<file path="src/rtl/coin_accumulator.sv">
// Coin accumulator: sums accepted coins, then locks, refunds or clears the total.
// Optional feature COIN_TIMEOUT_EN: auto-refund after TIMEOUT_CYCLES idle cycles in COLLECT.
module coin_accumulator #(
  parameter int unsigned MAX_MONEY      = 200,
  parameter int unsigned TIMEOUT_CYCLES = 1000
) (
  input  logic       clk,
  input  logic       rst,
  input  logic       coinValid,
  input  logic [2:0] coinType,
  input  logic       cancel,
  input  logic       lock,
  input  logic       done,
  output logic [7:0] money,
  output logic       moneyValid,
  output logic       coinReject,
  output logic [7:0] refundAmount,
  output logic       refundValid
);

  typedef enum logic [1:0] {
    IDLE,
    COLLECT,
    LOCKED,
    REFUND
  } state_e;

  state_e     state_q;
  logic [7:0] money_q;
  logic       moneyValid_q;
  logic       coinReject_q;
  logic [7:0] refundAmount_q;
  logic       refundValid_q;

  logic [7:0] coin_val;
  logic       type_ok;
  logic [8:0] sum;
  logic       coin_ok;

  always_comb begin
    coin_val = 8'd0;
    type_ok  = 1'b1;
    unique case (1'b1)
      (coinType == 3'd0): coin_val = 8'd1;
      (coinType == 3'd1): coin_val = 8'd5;
      (coinType == 3'd2): coin_val = 8'd10;
      (coinType == 3'd3): coin_val = 8'd20;
      (coinType == 3'd4): coin_val = 8'd50;
      default:            type_ok  = 1'b0;
    endcase
  end

  // Nine-bit sum so an overflowing coin can never wrap into range.
  assign sum     = {1'b0, money_q} + {1'b0, coin_val};
  assign coin_ok = coinValid && type_ok && (sum <= 9'(MAX_MONEY));

`ifdef COIN_TIMEOUT_EN
  localparam int unsigned TW = $clog2(TIMEOUT_CYCLES + 1);
  logic [TW-1:0] tmo_q;
  logic          tmo_hit;
  assign tmo_hit = (tmo_q == TW'(TIMEOUT_CYCLES - 1));
`endif

  always_ff @(posedge clk) begin
    if (!rst) begin
      state_q        <= IDLE;
      money_q        <= 8'd0;
      moneyValid_q   <= 1'b0;
      coinReject_q   <= 1'b0;
      refundAmount_q <= 8'd0;
      refundValid_q  <= 1'b0;
`ifdef COIN_TIMEOUT_EN
      tmo_q          <= '0;
`endif
    end else begin
      coinReject_q   <= 1'b0;
      refundValid_q  <= 1'b0;
      refundAmount_q <= 8'd0;
`ifdef COIN_TIMEOUT_EN
      tmo_q          <= '0;
`endif
      unique case (state_q)
        IDLE: begin
          if (coin_ok) begin
            money_q <= sum[7:0];
            state_q <= COLLECT;
          end else begin
            coinReject_q <= coinValid;
          end
        end
        COLLECT: begin
          if (cancel) begin
            coinReject_q   <= coinValid;
            state_q        <= REFUND;
            refundValid_q  <= 1'b1;
            refundAmount_q <= money_q;
          end else if (lock) begin
            coinReject_q <= coinValid;
            state_q      <= LOCKED;
            moneyValid_q <= 1'b1;
          end else if (coin_ok) begin
            money_q <= sum[7:0];
          end else begin
            coinReject_q <= coinValid;
`ifdef COIN_TIMEOUT_EN
            if (tmo_hit) begin
              state_q        <= REFUND;
              refundValid_q  <= 1'b1;
              refundAmount_q <= money_q;
            end else begin
              tmo_q <= tmo_q + 1'b1;
            end
`endif
          end
        end
        LOCKED: begin
          coinReject_q <= coinValid;
          if (done) begin
            state_q      <= IDLE;
            money_q      <= 8'd0;
            moneyValid_q <= 1'b0;
          end else if (cancel) begin
            state_q        <= REFUND;
            moneyValid_q   <= 1'b0;
            refundValid_q  <= 1'b1;
            refundAmount_q <= money_q;
          end
        end
        REFUND: begin
          coinReject_q <= coinValid;
          state_q      <= IDLE;
          money_q      <= 8'd0;
        end
      endcase
    end
  end

  assign money        = money_q;
  assign moneyValid   = moneyValid_q;
  assign coinReject   = coinReject_q;
  assign refundAmount = refundAmount_q;
  assign refundValid  = refundValid_q;

endmodule
</file>
<file path="config.mk">
export PLATFORM = sky130hd
export DESIGN_NAME = coin_accumulator
export DESIGN_NICKNAME = d
export VERILOG_FILES = /design/src/rtl/coin_accumulator.sv
export SDC_FILE = /design/constraint.sdc
export NUM_CORES = 1
export LEC_CHECK = 0
export ABC_AREA = 1
export CAP_MARGIN = 20
export CORE_MARGIN = 5
export CORE_UTILIZATION = 52
export CTS_CLUSTER_DIAMETER = 40
export DETAILED_ROUTE_END_ITERATION = 8
export GPL_TIMING_DRIVEN = 1
export HOLD_SLACK_MARGIN = 0.08
export PLACE_DENSITY = 0.81
export SYNTH_ARGS = -nofsm -noshare
export SYNTH_HDL_FRONTEND = slang
export SYNTH_SLANG_ARGS = --single-unit
</file>
<file path="constraint.sdc">
create_clock -name clk -period 4.2 [get_ports clk]
set_input_delay 0.63 -clock clk [delete_from_list [all_inputs] [get_ports clk]]
set_output_delay 0.63 -clock clk [all_outputs]
set_load 0.05 [all_outputs]
</file>
== Word-level counts from Yosys, hierarchy flattened ==
Index checks and enable logic that the tools add are counted.

* $add $sub $neg: 1
* Magnitude comparators: 1
* Equality and inequality tests: 14
* Muxes and demuxes: 28
* Reductions and logical operators: 10

{| class="wikitable"
|+ Operators with widths
! operator !! count
|-
| 8-bit 2-to-1 mux || 6
|-
| 8-bit one-hot mux with 4 select lines || 1
|-
| 6-bit one-hot mux with 5 select lines || 1
|-
| 8-bit one-hot mux with 2 select lines || 1
|-
| 1-bit 2-to-1 mux || 10
|-
| 2-bit 2-to-1 mux || 5
|-
| 2-bit != test, second input constant || 5
|-
| 8-bit by 8-bit adder with 9-bit output || 1
|-
| 9-bit by 8-bit less-or-equal comparator with 1-bit output, second input constant || 1
|-
| 2-bit one-hot mux with 4 select lines || 1
|-
| 3-bit by 2-bit == test with 1-bit output, second input constant || 2
|-
| 3-bit != test, second input constant || 2
|-
| 3-bit AND reduction || 2
|-
| 5-bit OR reduction || 1
|-
| 2-bit == test, second input constant || 2
|-
| 1-bit one-hot mux with 2 select lines || 2
|-
| 4-bit AND reduction || 1
|-
| 3-bit by 1-bit == test with 1-bit output, second input constant || 1
|-
| 3-bit == test, second input constant || 1
|-
| 3-bit logical NOT || 1
|-
| 1-bit one-hot mux with 3 select lines || 1
|-
| 2-bit by 1-bit == test with 1-bit output, second input constant || 1
|-
| 1-bit logical AND || 2
|-
| 2-bit logical NOT || 1
|-
| 2 further kinds || 2
|}

* Register bits after elaboration: 21
* Input port bits: 9
* Output and inout port bits: 19
* Logic and storage cells: 60

== Depth between registers and ports, before layout ==
Gate-level depths: netlist of run 1.

* Depth in word-level cells: 9
* Depth in mapped cells: 20
* Depth with buffers taken out: 19

== Worst setup path before layout of run 1 ==
Ideal clock, no wire load.

* Kind: input-to-reg
* Start point: input port coinType[0]
* End point: register money_q[1] (netlist: money[1])
* Setup time: 117 ps
* Data arrival time: 2456 ps
* Required time: 4083 ps
* Path slack: 1626 ps
* Cell stages on the path: 19
* Buffers on the path: 1
* Path through: inv_1 > nor2_1 > nand2_1 > o21ai_0 > ha_1 > fa_1 > nand2_1 > nand3_2 > nand3_2 > nand2_1 > nand2_1 > nand2_1 > nor2_2 > nand2_1 > nand2_2 > nand2_4 > buf_8 > a21oi_1 > nor2_1

* Word-level cells in the longest chain between the ends: 9
* Elaborated cells on any way between the ends: 16
* Classes of those cells: add/sub (1); order compare (1); eq/ne (4); mux (6); reduce/logical (4)

{| class="wikitable"
|+ Ends and longest elaborated chain
! element !! RTL line !! text
|-
| start: declaration || 10 || <nowiki>input logic [2:0] coinType,</nowiki>
|-
| 3-bit == test (tied with other cells) || 48 || <nowiki>(coinType == 3'd4): coin_val = 8'd50;</nowiki>
|-
| 6-bit one-hot mux with 5 select lines / 5-bit OR reduction (equally long branches) || n/a ||
|-
| 8-bit by 8-bit adder with 9-bit output / 1-bit 2-to-1 mux (equally long branches) || 54, 43 ||
|-
| 9-bit by 8-bit less-or-equal comparator with 1-bit output / 1-bit logical AND (equally long branches) || 55 || <nowiki>assign coin_ok = coinValid && type_ok && (sum <= 9'(MAX_MONEY));</nowiki>
|-
| 1-bit logical AND || 55 ||
|-
| 8-bit 2-to-1 mux * || 84, 101 ||
|-
| 8-bit 2-to-1 mux || 97 || <nowiki>end else if (lock) begin</nowiki>
|-
| 8-bit 2-to-1 mux || 92 || <nowiki>if (cancel) begin</nowiki>
|-
| 8-bit one-hot mux with 4 select lines * || 82 || <nowiki>unique case (state_q)</nowiki>
|-
| end signal: assignment || 85 || <nowiki>money_q <= sum[7:0];</nowiki>
|-
| end signal: assignment || 102 || <nowiki>money_q <= sum[7:0];</nowiki>
|-
| end: declaration || 29 || <nowiki>logic [7:0] money_q;</nowiki>
|}

Mark *: on every way between the ends. The rest lies on a longest branch, timed or not. The select of a mux whose other input is x is not followed.
A chain may end at the register's enable or synchronous reset.

== Worst setup path in the final report of run 1 ==
* Start point: input port coinType[2]
* End point: register money_q[0] (netlist: money[0])

The elaborated chain is that of the path after synthesis.

==> results.toml, run 1 <==
[routing]
num_vias = 1350
wl_per_cell_um = 11.7
drt-pass1-iter-count = 4
drcViolationCount = 0
viasPerCell = 5.04
drt_wl_total_um = 3150
dr.first_iter.drc_count = 56
final_antenna_net_count = 0

[setup_path]
slowest_delay_ns = 0.55
critical_path.startpoint_type = "input pin"
cp_top_family = "simple AND/OR/NAND/NOR gates"
worst-path-buf-inv = 1
slowest_stage = "clkdlybuf4s50_1"
ff2ff_setup_slack_ns = 1.95
arrival_ns = 3.15
worstReg2RegEnd = "money[0]"
crit_type = "in -> reg"
path_cells = "clkdlybuf4s50_1 > nor2_1 > nand2_1 > o21ai_0 > ha_1 > fa_1 > nand2_1 > nand3_2 > nand2_1 > xor2_1 > nand3_1 > nand2_1 > nand2_2 > nand2_4 > nand3_1 > nand2_1 > nor2_1"
critPathMaxFanout = 16
crit_top_cell = "nand2_1"
crit_required_ns = 4.41
reg2reg_depth = 13
cp-end-kind = "flip-flop"
rr_startpoint = "money[0]"

[floorplan]
die-area_sq_um = 3820
chipHeight_um = 61.8
die_w_um = 61.8
io_pins = 28
start_util = 0.553
rows = 18
core_area_sq_um = 2520

[sta]
slew_violations = 0
fin_tns_setup_ns = 0
relSlewSlack = 0.440
finalHoldViolations = 0
fmax_mhz = 340
whs_ns = 0.467
period_share = 0.700
tightest_slew_ns = 0.839
period_needed_ns = 2.94
timing.final.ws_setup_ns = 1.26
rsz0062_at_grt = "no"
skew_ns = 0.00434
setup_viol = 0

[cells_and_area]
diodes = 0
n_fill_cell = 233
area_growth_syn_to_layout_pct = 22.3
final_cell_mix = "nand2_1, nor2_1, inv_1"
final_nets = 260
drive_gt1_frac = 0.0840
final_common_cell = "nand2_1"

[global_route]
grt.met3_usage = 0.0475
grt_pass1_wl_um = 5110
grt_pass1_vias = 1217
grt-ovfl-total = 0
track_usage = 0.177
grt_max_degree = 17
grt.met1_usage = 0.228
antenna_found_initial = 0
use_met2 = 0.299
grt_busiest_layer = "met2"

[min_path]
hp-class = "reg -> reg"
hold_path_end = "moneyValid"
hp-start = "moneyValid"
whs_path_depth = 2

[power]
leakage_nw = 0.817
p_per_area_nw_per_um2 = 540
ir_worst_vdd_mv = 0.586
fin_total_pwr_mw = 0.920

[place]
place_ws_ns = 0.907
io_buffers = 27
hpwl_um = 2480
routabilityCongestion = 0.898

[clock_network]
path_clk_slew_ns = 0.12
cts.sink_count = 21
cts-root-buf = "clkbuf_4"
cts_resized = 0
cts_tree = "yes"
post_cts_buffers = 0
clkLatencyLatePin_ns = 0.30
cts_buffer_depth = 2
h-tree-depth = 1
cts_buffers = 3
postCtsHoldBufs = 0

[yosys]
synthDistinctLibCells = 25
syn_nets = 232
ys_seq_area_frac = 0.302
yosys_warnings = 0
avgSynthCellArea_sq_um = 6.61
synth-seq-cells = 21
syn_area_sq_um = 1390
synthCells = 211

[run_status]
outcome = "completed"

[job]
drv_cap = 0
## sequential cells by signal (all words and copies together), names as in the netlist
signal,flops
money,8
coinReject,1
refundValid,1
state_q,2
moneyValid,1
refundAmount,8
## layout make-up
| cell class | count | area, sq um | area share |
|---|---|---|---|
| multi-input cells | 154 | 825 | 0.484 |
| flip-flops and latches | 21 | 420 | 0.247 |
| repair buffers | 28 | 278 | 0.163 |
| inverters | 31 | 116 | 0.0683 |
| well taps | 30 | 37.5 | 0.0220 |
| clock buffers | 3 | 22.5 | 0.0132 |
| clock inverters | 1 | 5.00 | 0.00294 |
## cells in the mapped netlist (all sizes together)
master | instances | area [sq um]
nand2 | 57 | 234
nor2 | 33 | 126
inv | 31 | 116
nand3 | 23 | 140
dfxtp | 21 | 420
a21oi | 17 | 85.1
ha | 11 | 138
o21ai | 5 | 25.0
buf | 3 | 25.0
clkbuf | 2 | 7.51
a21boi | 1 | 11.3
a31oi | 1 | 6.26
fa | 1 | 20.0
nand4 | 1 | 6.26
o2111ai | 1 | 8.76
o22ai | 1 | 6.26
xnor2 | 1 | 8.76
xor2 | 1 | 8.76
## cells by family (layout without fill, tap and decap cells)
kind of cell	after synthesis	after routing	synth area share
buffers and inverters	36	63	0.107
adder cells (fa/ha/maj)	12	12	0.113
AND/OR/NAND/NOR	114	114	0.364
XOR/XNOR	2	2	0.0126
AO/OA/AOI/OAI	26	26	0.102
flip-flops	21	21	0.302
## worst max path at each step
stage / to / cells past startpoint / slack [ns] / startpoint
global placement: money[3] / 17 / 0.95 / coinType[2]
floorplan: money[1] / 19 / 1.63 / coinType[0]
CTS: money[4] / 17 / 1.24 / coinType[2]
global route: money[2] / 19 / 1.0 / coinType[2]
finish: money[0] / 17 / 1.26 / coinType[2]
detailed placement: money[3] / 17 / 0.91 / coinType[2]
## worst reg2reg max path: cells and delay by family (launching register included)
kind / cells / cell delay, ns
xor+xnor: 1 / 0.20
fa+ha+maj: 2 / 0.65
flops: 1 / 0.38
simple gates: 10 / 0.93
## metrics by stage
step           cells  area [sq um]   util
6_report         268          1700  0.676
5_1_grt          268          1700  0.676
3_5_place_dp     263          1670  0.662
3_3_place_gp     263          1670  0.662
2_1_floorplan    211          1390      -
4_1_cts          267          1700  0.673
## power breakdown
group	internal (mW)	switching (mW)
clock	0.0355	0.0602
combinational	0.190	0.351
sequential	0.237	0.0462
total	0.462	0.458
## layer usage
metal | up-vias | routed length [um] | part of all wire
li1 | 721 | - | -
met1 | 590 | 1410 | 0.45
met2 | 37 | 1550 | 0.49
met3 | 2 | 178 | 0.057
met4 | 0 | 14 | 0.0044
met5 | - | 0 | 0
No activity file was read; power rests on OpenSTA's default activity.
==> run 2, diff against run 1 <==
--- a/config.mk
+++ b/config.mk
@@ -8,12 +8,12 @@
 export ABC_AREA = 1
 export CAP_MARGIN = 20
 export CORE_MARGIN = 5
-export CORE_UTILIZATION = 52
+export CORE_UTILIZATION = 51
 export CTS_CLUSTER_DIAMETER = 40
 export DETAILED_ROUTE_END_ITERATION = 8
 export GPL_TIMING_DRIVEN = 1
 export HOLD_SLACK_MARGIN = 0.08
-export PLACE_DENSITY = 0.81
+export PLACE_DENSITY = 0.79
 export SYNTH_ARGS = -nofsm -noshare
 export SYNTH_HDL_FRONTEND = slang
 export SYNTH_SLANG_ARGS = --single-unit
==> constraint.sdc (replaced) <==
create_clock -name clk -period 3.03 [get_ports clk]
set_input_delay 0.4545 -clock clk [delete_from_list [all_inputs] [get_ports clk]]
set_output_delay 0.4545 -clock clk [all_outputs]
set_load 0.05 [all_outputs]
==> run 2 against run 1 <==
Sequential share of layout area is 0.13 points lower. Global-route usage is 1.8 points lower. Clock power is 38% higher. Cell area is 0.51% higher. First-iteration DRC count is 13% higher. Die area is 1.6% higher. Clock-buffer cell count stayed put. Via count is 0.89% lower. Worst setup slack worse by 0.97 ns.
==> results.toml, run 2 (same netlist as run 1, synthesis figures left out) <==
[run_status]
outcome = "completed"

[clock_network]
cts.sink_count = 21
cts_buffer_depth = 2
cts_tree = "yes"
cts_buffers = 3
cts_resized = 0
cts-root-buf = "clkbuf_4"
h-tree-depth = 1
path_clk_slew_ns = 0.12
post_cts_buffers = 0
clkLatencyLatePin_ns = 0.30
postCtsHoldBufs = 0

[sta]
fmax_mhz = 365
fin_tns_setup_ns = 0
skew_ns = 0.00474
period_needed_ns = 2.74
rsz0062_at_grt = "no"
relSlewSlack = 0.445
setup_viol = 0
period_share = 0.905
slew_violations = 0
finalHoldViolations = 0
timing.final.ws_setup_ns = 0.287
tightest_slew_ns = 0.829

[floorplan]
io_pins = 28
chipHeight_um = 62.3
core_area_sq_um = 2690
rows = 19
start_util = 0.519
die_w_um = 62.3
die-area_sq_um = 3880

[min_path]
whs_path_depth = 2
hp-class = "reg -> reg"

[setup_path]
cp_top_family = "simple AND/OR/NAND/NOR gates"
slowest_delay_ns = 0.54
worst-path-buf-inv = 1
path_cells = "clkdlybuf4s50_1 > nor2_1 > nand2_1 > o21ai_0 > ha_1 > fa_1 > nand2_1 > nand3_2 > nand3_2 > nand2_1 > nand2_1 > nand2_1 > nor2_2 > nand2_1 > nand2_2 > nand2_4 > a21oi_1 > nor2_1"
reg2reg_depth = 14
slowest_stage = "clkdlybuf4s50_1"
arrival_ns = 2.95
crit_required_ns = 3.23
crit_top_cell = "nand2_1"
path_depth = 18
critPathMaxFanout = 16
critical_path.startpoint_type = "input pin"
crit_type = "in -> reg"
cp-end-kind = "flip-flop"

[cells_and_area]
area_growth_syn_to_layout_pct = 22.9
fin_util = 0.638
final_cell_mix = "nand2_1, nor2_1, inv_1"
final_nets = 261
drive_gt1_frac = 0.0879
post_layout_nonfiller_instances = 270
final_common_cell = "nand2_1"
diodes = 0

[place]
routabilityCongestion = 0.881
dp_cells = 266
io_buffers = 27
hpwl_um = 2410
place_ws_ns = -0.0406

[power]
ir_worst_vdd_mv = 0.710
seqPwrFrac = 0.306
pwr-share-clk = 0.103
internal_power_mw = 0.648
fin_total_pwr_mw = 1.28
p_switching_mw = 0.628
p_per_area_nw_per_um2 = 745
leakage_nw = 0.822
switching_share = 0.492
power_frac_comb = 0.591

[job]
drv_cap = 0

[global_route]
grt_pass1_wl_um = 5170
antenna_found_initial = 0
grt_max_degree = 17
grt-ovfl-total = 0
grt_pass1_vias = 1173
track_usage = 0.159

[routing]
dr.first_iter.drc_count = 63
wl_per_cell_um = 11.1
final_antenna_net_count = 0
num_vias = 1338
drcViolationCount = 0
drt_wl_total_um = 2990
drt-pass1-iter-count = 4
viasPerCell = 4.96
## run 2: cell count changes in the layout (fill, tap and decap cells not counted)
cell	delta
buf_4	+1
## run 2: worst reg2reg max path: stages, from the launching register on
cell and delay [ns]:
dfxtp_1 0.37, ha_1 0.25, fa_1 0.40, nand2_1 0.09, nand3_2 0.07, nand3_2 0.08, nand2_1 0.07, nand2_1 0.09
nand2_1 0.07, nor2_2 0.11, nand2_1 0.07, nand2_2 0.09, nand2_4 0.13, a21oi_1 0.20, nor2_1 0.06
## run 2: power by group through the flow
| stage | Clock, mW | Sequential [mW] | Combinational, mW |
|---|---|---|---|
| finish | 0.132 | 0.390 | 0.754 |
| global route | 0.160 | 0.400 | 0.836 |
| CTS | 0.138 | 0.394 | 0.754 |
| detailed placement | 0 | 0.401 | 0.749 |
| global placement | 0 | 0.399 | 0.747 |
| floorplan | 0 | 0.530 | 0.428 |
## run 2: path summary, 6_finish.rpt
kind | start | slack, ns | end
max reg2reg | money[0] | 0.81 | money[6]
max | coinType[2] | 0.29 | money[6]
min | moneyValid | 0.46 | moneyValid
min reg2reg | moneyValid | 0.46 | moneyValid
## run 2: cell type report
type                    instances  area [sq um]
inverters                      31           116
repair buffers                 29           285
fillers                       264           973
flip-flops and latches         21           420
clock inverters                 1          5.00
well taps                      31          38.8
multi-input cells             154           825
clock buffers                   3          22.5
## run 2: per-layer routing
metal  vias to the layer above  wire length [um]  track usage
met2                        38              1410        0.254
met3                         2               181       0.0360
met1                       574              1380        0.220
met4                         0                13       0.0265
met5                         -                 0            0
li1                        724                 -            -
## run 2: per-stage QoR
stage / instance area, sq um / hold WS, ns
detailed placement: 1690 / 0.452
floorplan: 1390 / 0.489
CTS: 1710 / 0.469
global route: 1710 / 0.511
finish: 1710 / 0.464
global placement: 1690 / 0.450
==> run 3, diff against run 2 <==
--- a/config.mk
+++ b/config.mk
@@ -7,7 +7,6 @@
 export LEC_CHECK = 0
 export ABC_AREA = 1
 export CAP_MARGIN = 20
-export CORE_MARGIN = 5
 export CORE_UTILIZATION = 51
 export CTS_CLUSTER_DIAMETER = 40
 export DETAILED_ROUTE_END_ITERATION = 8
==> run 3 against run 2 <==
Clock power hardly changed. Final cell count is 0.37% lower. Critical path depth is 1 lower. Die area is 24% lower. Fmax is 0.68% lower. Non-clock buffer count stayed put. Register-to-register slack hardly changed. Clock skew is 0.0038 ns lower. Worst setup slack worse by 0.019 ns. Via count is 2.5% higher. Critical path type unchanged.
==> results.toml, run 3 (same netlist as run 1, synthesis figures left out) <==
[run_status]
outcome = "completed"

[global_route]
grt-ovfl-total = 0
track_usage = 0.234
grt_pass1_wl_um = 4920
grt_pass1_vias = 1133
antenna_found_initial = 0
grt_max_degree = 17

[clock_network]
cts_buffers = 3
cts_buffer_depth = 2
cts-root-buf = "clkbuf_4"
h-tree-depth = 1
cts.sink_count = 21
cts_tree = "yes"
clkLatencyLatePin_ns = 0.30
path_clk_slew_ns = 0.12
postCtsHoldBufs = 0

[floorplan]
die_w_um = 54.3
start_util = 0.553
io_pins = 28
core_area_sq_um = 2520
die-area_sq_um = 2950
rows = 18
chipHeight_um = 54.3

[cells_and_area]
post_layout_nonfiller_instances = 269
diodes = 0
multi_input_area_sq_um = 833
stdcell_area_sq_um = 1720
drive_gt1_frac = 0.0879
area_growth_syn_to_layout_pct = 23.4
final_cell_mix = "nand2_1, nor2_1, inv_1"
seq_area_sq_um = 420
final_common_cell = "nand2_1"
final_nets = 261
n_fill_cell = 246

[setup_path]
arrival_ns = 2.98
cp_top_family = "simple AND/OR/NAND/NOR gates"
critical_path.startpoint_type = "input pin"
crit_required_ns = 3.24
crit_type = "in -> reg"
crit_top_cell = "nand2_1"
slowest_delay_ns = 0.52
worst-path-buf-inv = 2
slowest_stage = "clkdlybuf4s50_1"
critPathMaxFanout = 4
cp-end-kind = "flip-flop"
path_cells = "clkdlybuf4s50_1 > nor2_1 > inv_1 > o21ai_0 > ha_1 > fa_1 > nand2_1 > nand3_2 > nand2_1 > xor2_1 > nand3_1 > nand2_1 > nand2_2 > nand2_1 > nand3_1 > nand2_1 > nor2_1"

[job]
drv_cap = 0

[power]
ir_worst_vdd_mv = 0.672
p_per_area_nw_per_um2 = 743
leakage_nw = 0.824

[sta]
relSlewSlack = 0.375
slew_violations = 0
finalHoldViolations = 0
fmax_mhz = 362
tightest_slew_ns = 0.934
setup_viol = 0
period_needed_ns = 2.76
skew_ns = 0.000955
period_share = 0.912

[routing]
wl_per_cell_um = 11.2
final_antenna_net_count = 0
drcViolationCount = 0
drt_wl_total_um = 3010
num_vias = 1371
viasPerCell = 5.10
drt-pass1-iter-count = 4
dr.first_iter.drc_count = 34

[place]
dp_cells = 265
routabilityCongestion = 0.841
hpwl_um = 2350
placed_area_sq_um = 1680
io_buffers = 27

[min_path]
hp-class = "reg -> reg"
[run 3: changes by cell type in the layout (fill, tap and decap cells not counted)]
cell,before,now
nand2_4,1,0
nand2_8,0,1
[run 3: worst min-delay path: cells and delay by family (launching register included)]
kind            cells  cell delay (ns)
compound gates      1             0.05
flops               1             0.33
simple gates        1             0.06
[run 3: final timing paths]
path / startpoint / endpoint / slack (ns) / depth (start not counted)
setup / recovery: coinType[1] / state_q[0] / 0.27 / 17
hold / removal: moneyValid / moneyValid / 0.47 / 2
setup reg to reg: money[0] / state_q[0] / 0.80 / 13
hold reg to reg: moneyValid / moneyValid / 0.47 / 2
[run 3: report_power, final]
group	internal, mW	total [mW]	switching, mW
clock	0.0493	0.135	0.0857
sequential	0.328	0.393	0.0645
combinational	0.268	0.751	0.483
total	0.645	1.28	0.634
[run 3: repair_timing]
item,4_1_cts,5_1_grt
setup buffers,0,0
gates resized for setup,0,1
setup endpoints to repair,0,1
endpoints found under the hold margin,0,0
[run 3: cell type report]
class	count	area share
sequential	21	0.244
multi-input combinational	154	0.484
timing repair buffer	29	0.166
inverter	31	0.0676
clock inverter	1	0.00291
tap	30	0.0218
clock buffer	3	0.0131
[run 3: stage by stage]
| stage | total power [mW] | utilization | worst slack (ns) | setup TNS (ns) | hold WS (ns) |
|---|---|---|---|---|---|
| after floorplan | 0.958 | - | 0.632 | 0 | 0.489 |
| after global placement | 1.14 | 0.668 | 0.00509 | 0 | 0.448 |
| after detailed placement | 1.14 | 0.668 | -0.0208 | -0.0910 | 0.459 |
| after CTS | 1.28 | 0.679 | 0.312 | 0 | 0.476 |
| after global routing | 1.39 | 0.682 | -0.00546 | -0.00546 | 0.517 |
| final | 1.28 | 0.682 | 0.268 | 0 | 0.468 |
[run 3: routing by layer]
metal	routed length [um]	global-route usage	up-vias
met5	0	0	-
met4	47	0.0598	0
met3	137	0.0500	4
met2	1380	0.372	33
met1	1440	0.319	606
li1	-	-	728
